--- config.mk ---
export PLATFORM = sky130hd
export DESIGN_NAME = pmod_in_reader
export DESIGN_NICKNAME = d
export VERILOG_FILES = /design/src/rtl/pmod_pkg.sv /design/src/rtl/pmod_debounce_bit.sv /design/src/rtl/pmod_in_reader.sv
export SDC_FILE = /design/constraint.sdc
export NUM_CORES = 1
export LEC_CHECK = 0
export BUFFER_PORTS_ARGS = -buffer_cell sky130_fd_sc_hd__buf_4
export CORE_UTILIZATION = 30
export DETAILED_ROUTE_END_ITERATION = 12
export PLACE_DENSITY = 0.49
export SYNTH_ARGS = -nofsm -noshare
export SYNTH_HDL_FRONTEND = slang
export SYNTH_SLANG_ARGS = --single-unit
--- constraint.sdc ---
create_clock -name clk -period 10.9 [get_ports clk]
set_clock_uncertainty 0.2 [all_clocks]
set_input_delay 1.635 -clock clk [delete_from_list [all_inputs] [get_ports clk]]
set_output_delay 1.635 -clock clk [all_outputs]
set_load 0.005 [all_outputs]
--- src/rtl/pmod_pkg.sv ---
// Shared PMOD definitions: four 8-pin connectors viewed as one 32-bit bus.
// Used by both the LED driver and the input reader.
package pmod_pkg;

  localparam int NBITS = 32;

  typedef logic [3:0][7:0] pmod_t;

  // Bits needed to hold 0..n-1, never less than one.
  function automatic int cnt_width(input int n);
    return (n <= 2) ? 1 : $clog2(n);
  endfunction

endpackage

--- src/rtl/pmod_debounce_bit.sv ---
// One-pin debouncer: 2-flop synchronizer, tick-gated stability counter,
// debounced level and registered one-cycle rise/fall pulses.
module pmod_debounce_bit
  import pmod_pkg::*;
#(
  parameter int NSTABLE = 4
) (
  input  logic clk,
  input  logic rst,
  input  logic tick,
  input  logic pin,
  output logic db_level,
  output logic rise,
  output logic fall
);

  localparam int            CW       = cnt_width(NSTABLE);
  localparam logic [CW-1:0] CNT_LAST = CW'(NSTABLE - 1);

  logic          meta_q, meta_d;
  logic          sync_q, sync_d;
  logic [CW-1:0] cnt_q, cnt_d;
  logic          db_q, db_d;
  logic          rise_q, rise_d;
  logic          fall_q, fall_d;

  always_comb begin
    meta_d = pin;
    sync_d = meta_q;
    cnt_d  = cnt_q;
    db_d   = db_q;
    rise_d = 1'b0;
    fall_d = 1'b0;
    if (tick) begin
      if (sync_q == db_q) begin
        cnt_d = '0;
      end else if (cnt_q == CNT_LAST) begin
        // Pin has disagreed for NSTABLE consecutive ticks: accept it.
        cnt_d  = '0;
        db_d   = sync_q;
        rise_d = sync_q;
        fall_d = ~sync_q;
      end else begin
        cnt_d = cnt_q + 1'b1;
      end
    end
  end

  always_ff @(posedge clk or posedge rst) begin
    if (rst) begin
      meta_q <= 1'b0;
      sync_q <= 1'b0;
      cnt_q  <= '0;
      db_q   <= 1'b0;
      rise_q <= 1'b0;
      fall_q <= 1'b0;
    end else begin
      meta_q <= meta_d;
      sync_q <= sync_d;
      cnt_q  <= cnt_d;
      db_q   <= db_d;
      rise_q <= rise_d;
      fall_q <= fall_d;
    end
  end

  assign db_level = db_q;
  assign rise     = rise_q;
  assign fall     = fall_q;

endmodule

--- src/rtl/pmod_in_reader.sv ---
// Debounced PMOD input reader: shared sample tick, 32 per-pin debouncers and a
// sticky change mask delivered over a valid/ready handshake.
module pmod_in_reader
  import pmod_pkg::*;
#(
  parameter int TICK_DIV = 50000,
  parameter int NSTABLE  = 4
) (
  input  logic  clk,
  input  logic  rst,
  input  pmod_t pmod_in,
  output pmod_t db_level,
  output pmod_t rise,
  output pmod_t fall,
  output logic  evt_valid,
  output pmod_t evt_data,
  input  logic  evt_ready
);

  localparam int            TW        = cnt_width(TICK_DIV);
  localparam logic [TW-1:0] TICK_LAST = TW'(TICK_DIV - 1);

  logic [TW-1:0]    tick_cnt_q, tick_cnt_d;
  logic             tick;
  logic [NBITS-1:0] pin_flat, db_flat, rise_flat, fall_flat;
  logic [NBITS-1:0] chg, merged;
  logic [NBITS-1:0] pend_q, pend_d;
  logic [NBITS-1:0] evt_data_q, evt_data_d;
  logic             evt_valid_q, evt_valid_d;
  logic             load;

  assign tick = (tick_cnt_q == '0);

  always_comb begin
    tick_cnt_d = tick ? TICK_LAST : tick_cnt_q - 1'b1;
  end

  assign pin_flat = pmod_in;

  genvar gi;
  generate
    for (gi = 0; gi < NBITS; gi++) begin : g_pin
      pmod_debounce_bit #(.NSTABLE(NSTABLE)) u_db (
        .clk      (clk),
        .rst      (rst),
        .tick     (tick),
        .pin      (pin_flat[gi]),
        .db_level (db_flat[gi]),
        .rise     (rise_flat[gi]),
        .fall     (fall_flat[gi])
      );
    end
  endgenerate

  // Changes arriving while the word is accepted fold into the next word.
  always_comb begin
    chg         = rise_flat | fall_flat;
    merged      = pend_q | chg;
    load        = (~evt_valid_q | evt_ready) && (merged != '0);
    pend_d      = merged;
    evt_data_d  = evt_data_q;
    evt_valid_d = evt_valid_q;
    if (load) begin
      evt_data_d  = merged;
      evt_valid_d = 1'b1;
      pend_d      = '0;
    end else if (evt_valid_q && evt_ready) begin
      evt_valid_d = 1'b0;
    end
  end

  always_ff @(posedge clk or posedge rst) begin
    if (rst) begin
      tick_cnt_q  <= TICK_LAST;
      pend_q      <= '0;
      evt_data_q  <= '0;
      evt_valid_q <= 1'b0;
    end else begin
      tick_cnt_q  <= tick_cnt_d;
      pend_q      <= pend_d;
      evt_data_q  <= evt_data_d;
      evt_valid_q <= evt_valid_d;
    end
  end

  assign db_level  = db_flat;
  assign rise      = rise_flat;
  assign fall      = fall_flat;
  assign evt_valid = evt_valid_q;
  assign evt_data  = evt_data_q;

endmodule
==> results of run 1 <==
-- worst max-delay path by stage --
stage	startpoint	slack, ns	to	cells after the start
2_1_floorplan	rst	0.65	evt_data[0]$_DFFE_PP0P_	1
3_3_place_gp	rst	6.43	g_pin[0].u_db.meta_q$_DFF_PP0_	4
3_5_place_dp	rst	6.42	g_pin[26].u_db.meta_q$_DFF_PP0_	4
4_1_cts	rst	6.98	g_pin[31].u_db.meta_q$_DFF_PP0_	4
5_1_grt	rst	6.66	g_pin[29].u_db.meta_q$_DFF_PP0_	4
6_report	rst	7.12	g_pin[31].u_db.cnt_q[0]$_DFFE_PP0P_	4
-- kinds of logic (layout without fill, tap and decap cells) --
family                     after synthesis  after routing  share of synthesized area, %
DFF                                    305            305                          61.5
and+or+nand+nor                        290            290                          13.7
buffers and inverters                  186            295                          9.10
AOI/OAI and AO/OA                       65             65                          3.81
muxes                                   64             64                          5.47
xor gates and xnor gates                43             43                          3.03
adders and majority gates               34             34                          3.42
-- Yosys cell counts (16+ instances only) --
cell / count / area, sq um
nor2_1: 47 / 176
nor3_1: 36 / 180
buf_2: 16 / 80.1
buf_4: 96 / 721
xnor2_1: 36 / 315
inv_1: 63 / 236
nor3b_1: 64 / 480
dfrtp_1: 296 / 7410
ha_1: 34 / 425
nand2_1: 85 / 319
a21o_1: 28 / 210
o31ai_1: 30 / 225
mux2i_1: 32 / 320
nor4_2: 28 / 350
mux2_2: 27 / 304
-- cells in the final DEF, fill, tap and decap left out, drive strengths merged --
cell type | netlist | layout
nor3 | 37 | 37
nand2b | 1 | 1
nand2 | 85 | 85
ha | 34 | 34
dfrtp | 296 | 296
clkinvlp | 0 | 2
or2 | 1 | 1
mux2 | 32 | 32
nor2b | 1 | 1
a211o | 1 | 1
xor2 | 7 | 7
clkinv | 0 | 7
or4 | 2 | 2
xnor2 | 36 | 36
nand3 | 7 | 7
o31ai | 30 | 30
nand3b | 1 | 1
a21oi | 1 | 1
buf | 119 | 170
nand4 | 8 | 8
dfstp | 9 | 9
a21o | 28 | 28
bufinv | 0 | 1
nor3b | 64 | 64
nor2 | 47 | 47
clkbuf | 4 | 52
nor4 | 32 | 32
or3 | 3 | 3
o21ai | 5 | 5
mux2i | 32 | 32
inv | 63 | 63
nand4b | 1 | 1
-- where the power goes --
part            total, W  switching, W  internal [W]  leakage, nW
registers        0.00115    0.00000830       0.00115         3.91
clock network    0.00114      0.000460      0.000681        0.546
logic          0.0000425     0.0000286     0.0000139         2.73
total            0.00234      0.000497       0.00184         7.19
-- layer usage --
metal  up-vias  track usage [%]  share of wire (%)
met1      3511             16.4                 45
met5         -                0                  0
li1       3401                -                  -
met3        37             3.74                6.3
met2       112             19.8                 46
met4         0             3.52                1.9
-- state kept, by name, indices dropped and copies added (netlist names) --
register / count
pend_q: 32
tick_cnt_q: 16
g_pin.u_db.sync_q: 32
g_pin.u_db.rise: 32
evt_data: 32
g_pin.u_db.fall: 32
g_pin.u_db.db_level: 32
g_pin.u_db.meta_q: 32
g_pin.u_db.cnt_q: 64
evt_valid: 1
-- metrics by stage --
step	hold slack, ns	instances	setup WS [ns]
finish	0.142	1628	7.12
global route	0.152	1628	6.66
CTS	0.146	1628	6.98
detailed placement	0.135	1566	6.42
global placement	0.132	1566	6.43
floorplan	0.131	987	0.649
-- layout make-up --
cell class | count | area [sq um] | area share (%)
timing repair buffer | 170 | 1280 | 8.73
sequential | 305 | 7640 | 52.3
clock inverter | 10 | 83.8 | 0.573
multi-input combinational | 496 | 3670 | 25.1
clock buffer | 52 | 1030 | 7.06
tap | 532 | 666 | 4.55
inverter | 63 | 244 | 1.67
==> summary by stage, run 1 <==
STA
The number of max-slew violations in the final report is 0. The final critical delay including setup and external delays is 3.78 ns. In this run the tightest slew margin relative to its limit is 34.6%. The measured slew at the worst slew-check pin is 0.972 ns. The maximum operating frequency is 0.264 GHz. The final count of hold timing violations came to 0. The final critical path takes up 34.7% of the cycle. The number of failing setup endpoints in the final timing report is 0.

Setup repair after global routing left no endpoint under its margin. Adding up every negative setup slack in the final design gives 0 ns.

Floorplan
The width of the die is 206 um. In this run the core area contains 74 standard-cell rows. The core region is 40,800 sq um. The floorplan step defined a die boundary enclosing 42,300 sq um. The starting density of the core is 30.4%.

The floorplan step set the die height to 206 um. In this run the count of I/O pins placed on the die edge is 164.

Placement
Buffers placed on the I/O ports in this run total 163. After detailed placement, the total cell area comes to 13,500 sq um. Routability-driven placement finished with a final weighted congestion of 0.742. The post-detailed-placement half-perimeter wirelength is 17.2 mm.

Clock tree
The root buffer cell is clkbuf_16. The H-tree was split into 2 levels. The number of post-CTS setup repair buffers is 0. The clock passes through at most 3 buffers.

After clock tree synthesis, the clock-pin slew on the worst setup and hold paths is 0.06 ns. Counting every sink on the clock net gives 305. Clock tree synthesis inserted a total of 37 buffers. The count of instances resized after the clock tree is built is 0. Buffers inserted to repair hold after CTS numbered 0.

TritonCTS built the clock tree. The clock latency at the later pin of the worst-skew pair is 0.51 ns.

Global routing
The maximum number of pins on one net before global-route repair is 102. The total overflow left after global routing is 0. The initial antenna violation count came to 0. The via count of the first global-routing pass was 7,230.

Global routing consumed, over all layers together, 12.5% of the routing resources. The first global-routing pass estimated 40.7 mm of wire.

Drt
Wires add up to 25.5 mm. The detail route stage leaves a number of antenna-violating nets equal to 0. The detailed router finished its first iteration with 196 violations. The count of vias placed by the detailed router is 7,061. After detailed routing, the number of remaining DRC violations is 0. Before antenna repair, the detailed router went through 4 iterations.

In the final routed layout, each cell accounts on average for 15.7 um. The via count normalized by instance count is 4.34.

Synth
Yosys mapped a number of flops with a built-in enable equal to 0. The sequential fraction of the synthesis area is 61.5%. In this run, synthesis produced a sequential element count of 305. The share of async-settable or async-resettable flops after synthesis is 100%. The synthesized net count is 1,056.

After synthesis the cells add up to 12,400 sq um. The average instance in the mapped netlist occupies 12.6 sq um. Among all flip-flop cells after synthesis, the most frequent one is dfrtp_1. For this run, the number of Yosys warnings is 0. The cell count after synthesis is 987. Counting distinct cell types in the post-synthesis netlist gives 35.

Finish
The share of the core filled with cells is 35.8%. The final design instance area without fill is 14,600 sq um. After filler insertion, the fill cell instance count of the layout stands at 4,000.

In the final layout, the share of cells above drive strength 1 is 26.6%. Relative to the synthesized area, the layout overhead comes to 17.6%. The layout net count is 1,142.

The number of diodes added for antenna fixing is 0.

Critical path
In this run the critical register-to-register path is captured at evt_data[19]$_DFFE_PP0P_. The critical path start-end classification is input pin to async pin. The startpoint identified for the worst register-to-register timing path is g_pin[7].u_db.fall$_DFF_PP0_. Walking the worst path, the cells encountered are buf_4, inv_8, buf_4, buf_4. Across all register-to-register paths, the minimum setup slack is 7.44 ns. The number of buffers and inverters on the critical path is 4.

The kind of start point of the critical path is an input pin. The slowest stage of the critical path belongs to the cell buf_4. For the worst flop-to-flop path, the logic depth is 6. The kind of end point of the critical path is an async pin. In this design, the critical path's most frequently occurring cell is buf_4. The top fanout value on the critical path is 101. The data arrival time of the worst path is 4.07 ns. Data on the critical path is required at its endpoint by 11.19 ns. The largest incremental delay on the critical path is 0.87 ns. The kind of cell with the highest combined delay along the critical path is buffers and inverters.

Power and ir drop
Across the VDD grid, the largest voltage drop is 0.0659 mV. The analysis attributes to cell leakage a power of 7.19 nW. The total power after layout is 0.00234 W. Power spread over the standard cell area amounts to 160 nW/um^2.

Outcome
The run finished with clean final reports.

Min path
The worst hold path startpoint is g_pin[4].u_db.meta_q$_DFF_PP0_. The hold-critical path endpoint is g_pin[4].u_db.sync_q$_DFF_PP0_. The tightest min-delay check is of the flop to flop type. The worst hold path was traced through 0 stages.

Flow run
The max capacitance violation total is 0.
Power figures use the tool's default switching activity.
==> inputs of run 2 (changes only) <==
==> constraint.sdc (replaced) <==
create_clock -name clk -period 3.5 [get_ports clk]
set_clock_uncertainty 0.2 [all_clocks]
set_input_delay 0.525 -clock clk [delete_from_list [all_inputs] [get_ports clk]]
set_output_delay 0.525 -clock clk [all_outputs]
set_load 0.005 [all_outputs]
==> summary by stage, run 2 (synthesized netlist as in run 1, its figures left out) <==
Drt
The detailed router's first-iteration violation count came to 328 (was 196). The detailed-routing iteration count for the pre-antenna-repair pass was 4 (unchanged). The remaining routing DRC violations is 0 (unchanged). The count of vias placed by the detailed router is 7,163 (was 7,061).

The remaining antenna violation count after routing is 0 (unchanged). The sum of routed wire length over all layers is 25.4 mm (was 25.5 mm). The via count normalized by instance count came to 4.27 (was 4.34). The average wire length per cell after detail routing came to 15.1 um (was 15.7 um).

Finish
The layout net count is 1,187 (was 1,142). The ratio of cells with drive above 1 in the final layout is 26.9% (was 26.6%). The number of diodes added for antenna fixing came to 0 (unchanged). The post-route non-filler standard cell count is 1,676 (was 1,628).

The share of the core filled with cells is 37.3% (was 35.8%). The area of combinational cells with multiple inputs is 3670 sq um (unchanged). The number of filler cells placed in the layout is 3,923 (was 4,000). The sequential cell area is 7640 sq um (unchanged). The layout overhead on the synthesized area came to 22.6% (was 17.6%).

The flip-flop count of the largest register after layout is 64 (unchanged). Most frequent cells in the layout: dfrtp_1, buf_4, nand2_1, nor3b_1, inv_1 (unchanged). The most flop-heavy register is g_pin.u_db.cnt_q (unchanged).

The most common library cell in the layout ignoring fill and taps is dfrtp_1 (unchanged).

Placement
The cell total after placement is 1,578 (was 1,566). The routability-driven placement congestion ratio came to 0.717 (was 0.742). The post-place setup slack is 0.475 ns (was 6.42 ns). The number of input and output port buffers inserted was 163 (unchanged). The post-detailed-placement half-perimeter wirelength is 17.1 mm (was 17.2 mm).

Global routing
The maximum number of pins on one net before global-route repair is 107 (was 102). The initial antenna violation count is 0 (unchanged). The via count of the first global-routing pass came to 7,421 (was 7,230). The sum of overflow across all layers after global routing was 0 (unchanged). The global-route wire length before repair came to 41.1 mm (was 40.7 mm). The global-route usage over all layers is 12.6% (was 12.5%).

STA
RSZ-0062 raised after global routing: no (unchanged). The final count of hold timing violations is 0 (unchanged). The measured slew at the worst slew-check pin came to 0.757 ns (was 0.972 ns). Timing would allow up to 0.347 GHz. The number of max-slew violations in the final report is 0 (unchanged).

The number of failing setup endpoints in the final timing report was 0 (unchanged). The relative slew slack came to 49.1% (was 34.6%). The worst path in the final design needs a cycle of 2.88 ns, including I/O delays and setup. The slack of the critical path came to 0.618 ns (was 7.12 ns).

The final setup TNS was 0 ns (unchanged). In the finished design, the share of the clock period the worst path needs comes to 82.4%.

Power and ir drop
The total power density per cell area is 508 nW/um^2 (was 160 nW/um^2). The maximum VDD drop came to 0.264 mV (was 0.0659 mV). The total power after layout is 0.00775 W (was 0.00234 W). The static leakage power is 7.47 nW (was 7.19 nW).

Critical path
The kind of end point of the critical path was a flop (was async pin). The top fanout value on the critical path is 39 (was 101). The kind of start point of the critical path is a flop (was input pin). The data required time at the worst endpoint is 3.69 ns (was 11.19 ns). The flop-to-flop setup slack came to 0.62 ns (was 7.44 ns). The depth of the worst register-to-register path came to 6 (unchanged). The critical-path cell with the highest stage delay is nor4_1 (was buf_4). The data arrival time of the worst path is 3.07 ns (was 4.07 ns). The critical path start-end classification is flop to flop (was input pin to async pin).

The largest incremental delay on the critical path is 0.74 ns (was 0.87 ns). Critical-path cell list: nor3_1, nand4_1, nor4_1, a21oi_4, buf_4, mux2i_1 (was buf_4, inv_8, buf_4, buf_4).

Clock tree
The number of buffers between clock root and the deepest sink came to 3 (unchanged). The number of post-CTS setup repair buffers is 0 (unchanged). The clock latency at the later pin of the worst-skew pair is 0.53 ns (was 0.51 ns). The H-tree depth is 2 (unchanged). The number of buffers created by CTS is 37 (unchanged). The root buffer cell is clkbuf_16 (unchanged).

The number of clock sinks was 305 (unchanged). The clock tree from TritonCTS is yes (unchanged). The clock-pin slew reported for the worst setup and hold paths after clock tree synthesis is 0.06 ns (about the same).

Floorplan
The area of the core is 40,800 sq um (unchanged). The number of standard-cell rows in the floorplan is 74 (unchanged). The I/O pin count is 164 (unchanged). The height of the chip came to 206 um (unchanged). The die footprint came to 42,300 sq um (unchanged). The starting density of the core is 30.4% (unchanged). The width of the die is 206 um (unchanged).

Outcome
Outcome: finished clean (unchanged).

Min path
The type of the most critical hold path is flop to flop (unchanged). The cell depth of the worst hold path came to 0 (unchanged).

Flow run
The max capacitance violation total was 0 (unchanged).
-- run 2: power breakdown --
| part | switching, W | leakage [nW] | internal [W] |
|---|---|---|---|
| Clock | 0.00148 | 0.625 | 0.00251 |
| Sequential | 0.0000264 | 3.91 | 0.00357 |
| Combinational | 0.0000952 | 2.94 | 0.0000730 |
| Total | 0.00160 | 7.47 | 0.00615 |
-- run 2: repair_timing --
item	CTS	global route
hold buffers	33	0
resized for setup	0	0
hold endpoints to repair	42	0
-- run 2: final cells by class --
cell class,instances,area share (%)
sequential,305,50.1
multi-input combinational,496,24.1
timing repair buffer,215,11.5
clock buffer,52,7.05
tap,532,4.37
inverter,63,1.58
clock inverter,13,1.31
-- run 2: worst max-delay path: cells and delay by family, from the launching register on --
kind,cells,cell delay (ns)
buffers and inverters,1,0.33
and+or+nand+nor,3,1.50
muxes,1,0.19
DFF,1,0.37
AOI/OAI and AO/OA,1,0.10
-- run 2: path summary, 6_finish.rpt --
kind,start,endpoint
max,g_pin[5].u_db.fall$_DFF_PP0_,evt_data[1]$_DFFE_PP0P_
min,g_pin[25].u_db.meta_q$_DFF_PP0_,g_pin[25].u_db.sync_q$_DFF_PP0_
max reg2reg,g_pin[5].u_db.fall$_DFF_PP0_,evt_data[1]$_DFFE_PP0P_
min reg2reg,g_pin[25].u_db.meta_q$_DFF_PP0_,g_pin[25].u_db.sync_q$_DFF_PP0_
max in group asynchronous,rst,g_pin[17].u_db.meta_q$_DFF_PP0_
min in group asynchronous,rst,g_pin[18].u_db.cnt_q[1]$_DFFE_PP0P_
-- run 2: routing by layer --
| layer | vias to the layer above | track usage [%] | wire (um) |
|---|---|---|---|
| met1 | 3504 | 17.1 | 11700 |
| met3 | 46 | 3.01 | 1380 |
| met5 | - | 0 | 0 |
| met4 | 0 | 4.95 | 613 |
| li1 | 3490 | - | - |
| met2 | 123 | 19.3 | 11700 |
-- run 2: per-stage QoR --
step,hold WS (ns),area (sq um)
3_5_place_dp,0.135,13600
5_1_grt,0.149,15200
2_1_floorplan,0.131,12400
3_3_place_gp,0.132,13600
6_report,0.145,15200
4_1_cts,0.147,15200
==> inputs of run 3 (changes only) <==
--- a/config.mk
+++ b/config.mk
@@ -5,6 +5,7 @@
 export SDC_FILE = /design/constraint.sdc
 export NUM_CORES = 1
 export LEC_CHECK = 0
+export ABC_AREA = 1
 export BUFFER_PORTS_ARGS = -buffer_cell sky130_fd_sc_hd__buf_4
 export CORE_UTILIZATION = 30
 export DETAILED_ROUTE_END_ITERATION = 12
==> constraint.sdc (replaced) <==
create_clock -name clk -period 2.75 [get_ports clk]
set_clock_uncertainty 0.2 [all_clocks]
set_input_delay 0.4125 -clock clk [delete_from_list [all_inputs] [get_ports clk]]
set_output_delay 0.4125 -clock clk [all_outputs]
set_load 0.005 [all_outputs]
==> summary by stage, run 3 <==
Placement
The number of input and output port buffers inserted was 163 (unchanged). The post-detailed-placement half-perimeter wirelength is 20.2 mm (was 17.1 mm). The routability-driven placement congestion ratio is 0.805 (was 0.717).

The instance area at placement is 14,100 sq um (was 13,600 sq um).

Floorplan
The die footprint is 43,500 sq um (was 42,300 sq um). The area of the core is 42,000 sq um (was 40,800 sq um). The width of the die is 208 um (was 206 um). The number of standard-cell rows in the floorplan is 75 (was 74). The I/O pin count is 164 (unchanged). The starting density of the core is 30.4% (about the same). The height of the chip came to 208 um (was 206 um).

Drt
The count of vias placed by the detailed router is 8,144 (was 7,163). The via count normalized by instance count is 4.29 (was 4.27). The remaining antenna violation count after routing is 0 (unchanged). The remaining routing DRC violations is 0 (unchanged). The sum of routed wire length over all layers came to 28.8 mm (was 25.4 mm).

The detailed-routing iteration count for the pre-antenna-repair pass was 4 (unchanged). The detailed router's first-iteration violation count is 449 (was 328). The average wire length per cell after detail routing is 15.2 um (was 15.1 um).

Synth
The cell count after synthesis was 1,189 (was 987). The count of cell types in the netlist is 32 (was 35). The most instantiated flip-flop cell in the synthesis netlist is dfrtp_1 (unchanged). The share of async-settable or async-resettable flops after synthesis is 100% (unchanged). The number of enable-type register cells in the synthesized netlist came to 0 (unchanged). The most frequently used cell type in the post-synthesis netlist was dfrtp_1 (unchanged). Top area cells in the synthesized netlist: dfrtp_1, buf_4, nand2_1 (was dfrtp_1, buf_4, nor3b_1). The number of warning messages in the yosys log came to 0 (unchanged). The mean cell area of the mapped netlist is 10.8 sq um (was 12.6 sq um).

The flip-flop and latch count after synthesis was 305 (unchanged). The sequential fraction of the synthesis area was 59.8% (was 61.5%). The post-synthesis instance area is 12,800 sq um (was 12,400 sq um). The synthesized net count is 1,258 (was 1,056). The cell taking the most area after synthesis was dfrtp_1 (unchanged). Top post-synthesis cells by count: dfrtp_1, nand2_1, nor2_1 (was dfrtp_1, buf_4, nand2_1). The share of Yosys cell area claimed by the top area cell type is 57.9% (was 59.6%).

Min path
The cell depth of the worst hold path was 5 (was 0). The worst hold path startpoint was evt_ready (was g_pin[25].u_db.meta_q$_DFF_PP0_). The hold-critical path endpoint is evt_data[2]$_DFFE_PP0P_ (was g_pin[25].u_db.sync_q$_DFF_PP0_). The type of the most critical hold path is input pin to flop (was flop to flop).

Global routing
The global-route usage over all layers is 13.7% (was 12.6%). The sum of overflow across all layers after global routing was 0 (unchanged). The global-route wire length before repair was 46.3 mm (was 41.1 mm). The initial antenna violation count came to 1 (was 0). The maximum number of pins on one net before global-route repair is 97 (was 107).

The via count of the first global-routing pass came to 8,280 (was 7,421).

Finish
The layout net count is 1,400 (was 1,187). The number of filler cells placed in the layout came to 4,168 (was 3,923). Most frequent cells in the layout: dfrtp_1, buf_4, nand2_1, nor2_1, inv_1 (was dfrtp_1, buf_4, nand2_1, nor3b_1, inv_1).

The most common library cell in the layout ignoring fill and taps is dfrtp_1 (unchanged). The flip-flop count of the largest register after layout was 64 (unchanged). The ratio of cells with drive above 1 in the final layout is 27.9% (was 26.9%). The layout overhead on the synthesized area came to 22.8% (was 22.6%). The most flop-heavy register is g_pin.u_db.cnt_q (unchanged).

The final design instance area without fill is 15,700 sq um (was 15,200 sq um).

Outcome
Outcome: finished clean (unchanged).

STA
RSZ-0062 raised after global routing: no (unchanged). The final critical delay including setup and external delays is 2.35 ns (was 2.88 ns). The worst hold-check slack is 0.0845 ns (was 0.145 ns). The maximum operating frequency came to 0.426 GHz (was 0.347 GHz). The final count of hold timing violations came to 0 (unchanged).

The relative slew slack is 60.9% (was 49.1%). The number of failing setup endpoints in the final timing report is 0 (unchanged). The portion of the clock cycle consumed by the worst path in the final layout came to 85.3% (was 82.4%). The number of max-slew violations in the final report came to 0 (unchanged). The measured slew at the worst slew-check pin is 0.582 ns (was 0.757 ns).

Critical path
Critical-path cell list: inv_1, nand2_1, nor2_1, nand2_1, nor2_1, nand2_1, nor2_2, nand2_2, nand2_4, inv_2, buf_4, nor2_2 (was nor3_1, nand4_1, nor4_1, a21oi_4, buf_4, mux2i_1). The cell with the most instances on the worst path is nand2_1. The top fanout value on the critical path is 17 (was 39).

The first element of the critical path is g_pin[15].u_db.rise$_DFF_PP0_ (was g_pin[5].u_db.fall$_DFF_PP0_). The kind of start point of the critical path was a flop (unchanged). The cell class contributing the biggest share of worst-path delay is simple AND/OR/NAND/NOR gates (unchanged). The kind of end point of the critical path is a flop (unchanged). The data arrival time of the worst path is 2.61 ns (was 3.07 ns). The flop-to-flop setup slack was 0.40 ns (was 0.62 ns). The critical register-to-register path startpoint is g_pin[15].u_db.rise$_DFF_PP0_ (was g_pin[5].u_db.fall$_DFF_PP0_). The data required time at the worst endpoint was 3.01 ns (was 3.69 ns).

The depth of the worst register-to-register path came to 12 (was 6). The capture instance of the worst register-to-register path is pend_q[19]$_DFF_PP0_ (was evt_data[1]$_DFFE_PP0P_). The number of buffers and inverters on the critical path was 3 (was 1).

The critical-path cell with the highest stage delay was dfrtp_1 (was nor4_1). The largest incremental delay on the critical path is 0.38 ns (was 0.74 ns). The critical path start-end classification was flop to flop (unchanged).

Clock tree
The clock tree from TritonCTS was yes (unchanged). The count of instances resized after the clock tree is built is 0 (unchanged). The number of buffers created by CTS was 38 (was 37).

The H-tree depth was 2 (unchanged). The clock latency at the later pin of the worst-skew pair is 0.54 ns (was 0.53 ns). The clock-pin slew reported for the worst setup and hold paths after clock tree synthesis is 0.06 ns (about the same). The number of post-CTS setup repair buffers is 0 (unchanged). The number of buffers between clock root and the deepest sink is 3 (unchanged). The root buffer cell is clkbuf_16 (unchanged). The number of clock sinks is 305 (unchanged).

Flow run
The max capacitance violation total is 0 (unchanged).

Power and ir drop
The static leakage power is 8.34 nW (was 7.47 nW). The maximum VDD drop was 0.324 mV (was 0.264 mV). The total power density per cell area is 666 nW/um^2 (was 508 nW/um^2).
-- run 3: cell types whose count changed after synthesis, sizes merged, moves of 28 or more --
cell   before  now
a21o       28    0
a22o        0   54
nand2      85  184
mux2       32    0
xnor2      36    4
nand3       7   53
nor3b      64    0
nor4       32    1
nor2       47  192
mux2i      32    0
a21oi       1   63
inv        63  101
-- run 3: power breakdown --
group	leakage, nW	switching, W	internal (W)	total (W)
clock network	0.642	0.00190	0.00314	0.00504
registers	4.07	0.0000498	0.00459	0.00464
logic	3.63	0.000543	0.000243	0.000786
-- run 3: through the flow --
| stage | utilization, % | total power (W) | setup TNS [ns] | worst slack, ns | instances |
|---|---|---|---|---|---|
| floorplan | - | 0.00519 | -573.41 | -1.91 | 1189 |
| global placement | 33.5 | 0.00548 | 0 | 0.397 | 1797 |
| detailed placement | 33.5 | 0.00549 | 0 | 0.336 | 1797 |
| CTS | 37.4 | 0.0107 | 0 | 0.314 | 1898 |
| global route | 37.4 | 0.0110 | 0 | 0.107 | 1899 |
| finish | 37.4 | 0.0105 | 0 | 0.404 | 1899 |
-- run 3: kinds of logic after synthesis --
group / synth area share [%]
simple gates: 17.5
flops: 59.8
xor+xnor: 0.685
buf+inv: 9.86
compound gates: 8.91
fa+ha+maj: 3.33
-- run 3: cell type report --
| class | instances | area, sq um | share of cell area (%) |
|---|---|---|---|
| sequential | 305 | 7640 | 48.6 |
| clock buffer | 57 | 1180 | 7.48 |
| multi-input combinational | 663 | 3900 | 24.8 |
| timing repair buffer | 221 | 1820 | 11.6 |
| tap | 539 | 674 | 4.29 |
| clock inverter | 11 | 113 | 0.717 |
| antenna | 1 | 2.50 | 0.0159 |
| inverter | 102 | 389 | 2.48 |
-- run 3: what timing repair did --
action | in CTS | in global routing
endpoints found under the setup margin | 0 | 0
endpoints found under the hold margin | 83 | 0
hold buffers | 33 | 0
-- run 3: worst max path at each step --
stage | to | depth (start not counted) | slack (ns)
2_1_floorplan | evt_data[0]$_DFFE_PP0P_ | 1 | -1.91
3_3_place_gp | pend_q[0]$_DFF_PP0_ | 12 | 0.40
3_5_place_dp | pend_q[0]$_DFF_PP0_ | 12 | 0.34
4_1_cts | pend_q[0]$_DFF_PP0_ | 12 | 0.31
5_1_grt | pend_q[23]$_DFF_PP0_ | 12 | 0.11
6_report | pend_q[19]$_DFF_PP0_ | 12 | 0.40
-- run 3: per-layer routing --
metal | track usage [%] | share of wire, %
met5 | 0 | 0
met4 | 4.14 | 2.0
met3 | 4.24 | 5.7
met2 | 20.8 | 45
met1 | 18.7 | 47
-- run 3: tightest hold or removal path: cells and delay by family --
kind,cells,cell delay [ns]
buffers and inverters,2,0.18
and+or+nand+nor,3,0.18
